`config.mk`:
```
export PLATFORM = sky130hd
export DESIGN_NAME = multicycle_control
export DESIGN_NICKNAME = d
export VERILOG_FILES = /design/src/rtl/mips_ctrl_pkg.sv /design/src/rtl/ctrl_out_decode.sv /design/src/rtl/multicycle_control.sv
export SDC_FILE = /design/constraint.sdc
export NUM_CORES = 1
export LEC_CHECK = 0
export ABC_AREA = 1
export CAP_MARGIN = 20
export CORE_MARGIN = 2
export CORE_UTILIZATION = 45
export DETAILED_ROUTE_END_ITERATION = 10
export PLACE_DENSITY = 0.91
export SETUP_SLACK_MARGIN = 0.15
export SYNTH_ARGS = -nofsm -noshare
export SYNTH_HDL_FRONTEND = slang
export SYNTH_HIERARCHICAL = 1
export SYNTH_SLANG_ARGS = --single-unit
```
`constraint.sdc`:
```
create_clock -name clk -period 2.6 [get_ports clk]
set_input_delay 0.52 -clock clk [delete_from_list [all_inputs] [get_ports clk]]
set_output_delay 0.52 -clock clk [all_outputs]
set_load 0.05 [all_outputs]
```
`src/rtl/mips_ctrl_pkg.sv`:
```
// Shared encodings for the multicycle MIPS main control FSM: opcodes,
// ALUOp / PCSource / ALUSrcB codes, state encodings and the control word.
package mips_ctrl_pkg;

  localparam logic [5:0] OP_RTYPE = 6'b000000;
  localparam logic [5:0] OP_LW    = 6'b100011;
  localparam logic [5:0] OP_SW    = 6'b101011;
  localparam logic [5:0] OP_BEQ   = 6'b000100;
  localparam logic [5:0] OP_J     = 6'b000010;
  localparam logic [5:0] OP_ADDI  = 6'b001000;

  localparam logic [1:0] ALUOP_ADD   = 2'b00;
  localparam logic [1:0] ALUOP_SUB   = 2'b01;
  localparam logic [1:0] ALUOP_FUNCT = 2'b10;

  localparam logic [1:0] PCSRC_ALU    = 2'b00;
  localparam logic [1:0] PCSRC_ALUOUT = 2'b01;
  localparam logic [1:0] PCSRC_JUMP   = 2'b10;

  localparam logic [1:0] SRCB_B       = 2'b00;
  localparam logic [1:0] SRCB_FOUR    = 2'b01;
  localparam logic [1:0] SRCB_IMM     = 2'b10;
  localparam logic [1:0] SRCB_IMM_SH2 = 2'b11;

  typedef enum logic [3:0] {
    S_FETCH   = 4'd0,
    S_DECODE  = 4'd1,
    S_MEMADR  = 4'd2,
    S_MEMRD   = 4'd3,
    S_MEMWB   = 4'd4,
    S_MEMWR   = 4'd5,
    S_EXEC    = 4'd6,
    S_RTYPEWB = 4'd7,
    S_BRANCH  = 4'd8,
    S_JUMP    = 4'd9,
    S_ADDIEX  = 4'd10,
    S_ADDIWB  = 4'd11
  } state_t;

  typedef struct packed {
    logic       pc_write;
    logic       pc_write_cond;
    logic       iord;
    logic       mem_read;
    logic       mem_write;
    logic       ir_write;
    logic       mem_to_reg;
    logic [1:0] pc_source;
    logic [1:0] alu_op;
    logic       alu_src_a;
    logic [1:0] alu_src_b;
    logic       reg_write;
    logic       reg_dst;
  } ctrl_t;

  function automatic logic op_supported(input logic [5:0] op);
    return (op == OP_RTYPE) || (op == OP_LW) || (op == OP_SW) ||
           (op == OP_BEQ)   || (op == OP_J)  || (op == OP_ADDI);
  endfunction

endpackage

```
`src/rtl/ctrl_out_decode.sv`:
```
// State-to-control-word decoder. Pure Moore except the FETCH IR/PC load,
// which waits for the instruction read to complete.
module ctrl_out_decode
  import mips_ctrl_pkg::*;
(
  input  state_t i_state,
  input  logic   i_mem_ready,
  output ctrl_t  o_ctrl
);

  always_comb begin
    o_ctrl = '0;
    case (i_state)
      S_FETCH: begin
        o_ctrl.mem_read  = 1'b1;
        o_ctrl.alu_src_b = SRCB_FOUR;
        o_ctrl.alu_op    = ALUOP_ADD;
        o_ctrl.pc_source = PCSRC_ALU;
        o_ctrl.ir_write  = i_mem_ready;
        o_ctrl.pc_write  = i_mem_ready;
      end
      S_DECODE: begin
        // branch target precompute: PC + (imm << 2)
        o_ctrl.alu_src_b = SRCB_IMM_SH2;
        o_ctrl.alu_op    = ALUOP_ADD;
      end
      S_MEMADR, S_ADDIEX: begin
        o_ctrl.alu_src_a = 1'b1;
        o_ctrl.alu_src_b = SRCB_IMM;
        o_ctrl.alu_op    = ALUOP_ADD;
      end
      S_MEMRD: begin
        o_ctrl.mem_read = 1'b1;
        o_ctrl.iord     = 1'b1;
      end
      S_MEMWB: begin
        o_ctrl.mem_to_reg = 1'b1;
        o_ctrl.reg_write  = 1'b1;
      end
      S_MEMWR: begin
        o_ctrl.mem_write = 1'b1;
        o_ctrl.iord      = 1'b1;
      end
      S_EXEC: begin
        o_ctrl.alu_src_a = 1'b1;
        o_ctrl.alu_src_b = SRCB_B;
        o_ctrl.alu_op    = ALUOP_FUNCT;
      end
      S_RTYPEWB: begin
        o_ctrl.reg_dst   = 1'b1;
        o_ctrl.reg_write = 1'b1;
      end
      S_BRANCH: begin
        o_ctrl.alu_src_a     = 1'b1;
        o_ctrl.alu_src_b     = SRCB_B;
        o_ctrl.alu_op        = ALUOP_SUB;
        o_ctrl.pc_write_cond = 1'b1;
        o_ctrl.pc_source     = PCSRC_ALUOUT;
      end
      S_JUMP: begin
        o_ctrl.pc_write  = 1'b1;
        o_ctrl.pc_source = PCSRC_JUMP;
      end
      S_ADDIWB: o_ctrl.reg_write = 1'b1;
      default: o_ctrl = '0;
    endcase
  end

endmodule

```
`src/rtl/multicycle_control.sv`:
```
// Main control FSM for the multicycle MIPS datapath: state register,
// next-state logic and reset gating of the decoded control word.
module multicycle_control
  import mips_ctrl_pkg::*;
#(
  parameter bit WAIT_MEM = 1'b1
) (
  input  logic       clk,
  input  logic       rst,
  input  logic [5:0] Op,
  input  logic       mem_ready,
  output logic       PCWrite,
  output logic       PCWriteCond,
  output logic       IorD,
  output logic       MemRead,
  output logic       MemWrite,
  output logic       IRWrite,
  output logic       MemtoReg,
  output logic [1:0] PCSource,
  output logic [1:0] ALUOp,
  output logic       ALUSrcA,
  output logic [1:0] ALUSrcB,
  output logic       RegWrite,
  output logic       RegDst,
  output logic       illegal_op,
  output logic [3:0] state
);

  state_t r_state;
  logic   r_is_lw;
  logic   w_rdy;
  ctrl_t  w_ctrl;
  ctrl_t  w_out;

  assign w_rdy = WAIT_MEM ? mem_ready : 1'b1;

  // Op is only valid in DECODE, so lw/sw is remembered for MEMADR.
  always_ff @(posedge clk) begin
    if (rst) begin
      r_state <= S_FETCH;
      r_is_lw <= 1'b0;
    end else begin
      case (r_state)
        S_FETCH:  if (w_rdy) r_state <= S_DECODE;
        S_DECODE: begin
          r_is_lw <= (Op == OP_LW);
          case (Op)
            OP_LW, OP_SW: r_state <= S_MEMADR;
            OP_RTYPE:     r_state <= S_EXEC;
            OP_BEQ:       r_state <= S_BRANCH;
            OP_J:         r_state <= S_JUMP;
            OP_ADDI:      r_state <= S_ADDIEX;
            default:      r_state <= S_FETCH;
          endcase
        end
        S_MEMADR:  r_state <= r_is_lw ? S_MEMRD : S_MEMWR;
        S_MEMRD:   if (w_rdy) r_state <= S_MEMWB;
        S_MEMWR:   if (w_rdy) r_state <= S_FETCH;
        S_EXEC:    r_state <= S_RTYPEWB;
        S_ADDIEX:  r_state <= S_ADDIWB;
        default:   r_state <= S_FETCH;
      endcase
    end
  end

  ctrl_out_decode u_dec (
    .i_state     (r_state),
    .i_mem_ready (w_rdy),
    .o_ctrl      (w_ctrl)
  );

  assign w_out       = rst ? '0 : w_ctrl;
  assign PCWrite     = w_out.pc_write;
  assign PCWriteCond = w_out.pc_write_cond;
  assign IorD        = w_out.iord;
  assign MemRead     = w_out.mem_read;
  assign MemWrite    = w_out.mem_write;
  assign IRWrite     = w_out.ir_write;
  assign MemtoReg    = w_out.mem_to_reg;
  assign PCSource    = w_out.pc_source;
  assign ALUOp       = w_out.alu_op;
  assign ALUSrcA     = w_out.alu_src_a;
  assign ALUSrcB     = w_out.alu_src_b;
  assign RegWrite    = w_out.reg_write;
  assign RegDst      = w_out.reg_dst;
  assign illegal_op  = ~rst & (r_state == S_DECODE) & ~op_supported(Op);
  assign state       = r_state;

endmodule
```
==> results of run 1 <==
## power groups by stage
stage | Sequential [W] | Clock, W | Combinational (W)
6_report | 0.0000910 | 0.0000861 | 0.000155
5_1_grt | 0.0000912 | 0.0000975 | 0.000164
4_1_cts | 0.0000904 | 0.0000888 | 0.000155
3_5_place_dp | 0.0000918 | 0 | 0.000155
3_3_place_gp | 0.0000911 | 0 | 0.000150
2_1_floorplan | 0.0000974 | 0 | 0.0000820
## cells in the mapped netlist (all sizes together)
| cell type | count | share of area, % |
|---|---|---|
| clkbuf | 1 | 0.53 |
| o22ai | 1 | 0.89 |
| nor3 | 1 | 0.71 |
| o21ai | 8 | 6.7 |
| dfxtp | 5 | 14 |
| inv | 38 | 20 |
| nand3 | 10 | 7.1 |
| nor2 | 37 | 21 |
| or2 | 1 | 0.89 |
| a21oi | 4 | 3.9 |
| buf | 2 | 1.8 |
| o211ai | 1 | 1.1 |
| nand4 | 3 | 2.7 |
| nand2 | 33 | 18 |
## worst min-delay path: stages (launching register included)
cell and delay, ps:
dfxtp_1 310, o21ai_0 160, a21oi_1 40
## final timing paths
check	from	to	depth (start not counted)
worst max-delay path	Op[2]	illegal_op	6
worst max register to register	state[0]	state[2]	5
worst min-delay path	r_is_lw	r_is_lw	2
worst min register to register	r_is_lw	r_is_lw	2
## cell families (layout without fill, tap and decap cells)
| family | Yosys count | in the layout | share of synthesized area, % |
|---|---|---|---|
| DFF | 5 | 5 | 14.2 |
| AOI/OAI and AO/OA | 14 | 14 | 12.6 |
| buffers and inverters | 41 | 72 | 22.5 |
| and+or+nand+nor | 85 | 85 | 50.7 |
## sequential cells by signal, summed over array words and instances, names as in the netlist
name,flops
r_is_lw,1
state,4
## layer usage
layer / track usage (%) / up-vias / wire, um
li1: - / 496 / -
met1: 21.2 / 410 / 781
met2: 50.9 / 40 / 1200
met3: 2.08 / 2 / 93
met4: 7.88 / 0 / 21
met5: 0 / - / 0
## area by class of cell
cell class,count,share of cell area (%)
timing repair buffer,30,38.5
multi-input combinational,99,37.7
inverter,38,11.7
sequential,5,8.24
clock buffer,4,2.16
tap,16,1.65
## stage by stage
step	worst slack [ps]	power [W]
finish	257	0.000332
global route	154	0.000353
CTS	274	0.000334
detailed placement	268	0.000247
global placement	361	0.000241
floorplan	176	0.000179
==> qor.yml, run 1 <==
placement:
  gp_congestion: 0.875
  place_area_um2: 1190
  placedCellCount: 188
  dp.final_hpwl_um: 1780
  io_buffers: 29
timing:
  hold_ws_ps: 565
  min_period_ps: 2340
  fin_worst_skew_ps: 0.309
  post-route-period-util_pct: 90.1
  slew_headroom_pct: 65.0
  setup_viol: 0
  worst_pin_slew_ps: 523
  hold_viol_final: 0
  rsz0062_at_grt: "no"
  fmax_ghz: 0.427
  tns_ps: 0
  drv_slew: 0
cts:
  cts_num_sinks: 5
  cts.path.max_buffers: 2
  cts_made_buffers: 3
  clock_latency_ps: 230
  root_buffer: "clkbuf_4"
  cts_resized: 0
  htree_levels: 1
  clk_pin_slew_ps: 40
  cts_tree: "done"
  hold_buffers: 0
  cts_setup_buffers: 0
yosys:
  synth-seq-cells: 5
  syn_inst: 145
  netlist_area_um2: 706
  syn_avg_cell_area_um2: 4.87
  synth_cell_types: 21
  synth_fp_nets: 154
  ys.warnings.count: 6
  ys_seq_area_share_pct: 14.2
cells_and_area:
  syn_to_final_growth_pct: 72.2
  fill_cells: 92
  stdcell_count: 192
  final_core_util_pct: 81.6
  final_nets: 186
  final_common_cell: "inv_1"
  final_cell_mix: "inv_1 (38), nor2_1 (34), nand2_1 (32)"
  drive_gt1_share_pct: 17.6
  n_antenna_cell: 0
  multi_input_comb_area_um2: 458
  seqCellArea_um2: 100
  fin_area_um2: 1210
grt:
  overflow: 0
  grt_pass1_vias: 869
  antenna_found_initial: 0
  track_usage_pct: 23.4
  grt_max_degree: 20
  grt_pass1_wl_um: 3420
outcome:
  outcome: "finished, final reports clean"
pwr:
  irDropWorstVdd_uv: 352
  power_frac_clock_pct: 25.9
  seqPwrFrac_pct: 27.4
  switchingPower_w: 0.000128
  pwr-share-comb_pct: 46.7
  p_sw_share_pct: 38.6
  power.internal_w: 0.000204
  p_per_area_nw_per_um2: 273
  p_leak_nw: 0.605
die:
  initial_core_util_pct: 47.4
  rows: 14
  core_area_um2: 1490
  ioPinCount: 30
  die_h_um: 43.6
  dieArea_um2: 1900
  dieWidth_um: 43.6
worst_hold_path:
  hold_class: "flip-flop to flip-flop"
setup_path:
  path_buf_inv: 3
  cp-start-kind: "input pin"
  cp_cell_sequence: "clkdlybuf4s50_1 -> nor2_1 -> inv_1 -> o21ai_0 -> nor3_4 -> buf_12"
  end_kind: "output pin"
  crit_path_max_incr_delay_ps: 460
  crit_fanout: 4
  cp.required_ps: 2080
  critPathTopFamily: "buffers and inverters"
  cp_slowest_cell: "clkdlybuf4s50_1"
  arrival_ps: 1820
  worst-setup-path-type: "input pin to output pin"
  rrSetupSlack_ps: 1180
route:
  drt_iter0_markers: 34
  drcViolationCount: 0
  drt_wl_total_um: 2100
  num_vias: 948
  drt_first_pass_iters: 4
  vias_per_cell: 4.94
  wl_per_cell_um: 10.9
  ant_nets: 0
job:
  max_cap_violations: 0
(Power assumes the default switching activity.)
==> inputs of run 2 (changes only) <==
Settings changed: CAP_MARGIN 20 to not set.
==> results of run 2 <==
The final DEF is identical to that of run 1; final timing and power are the same.
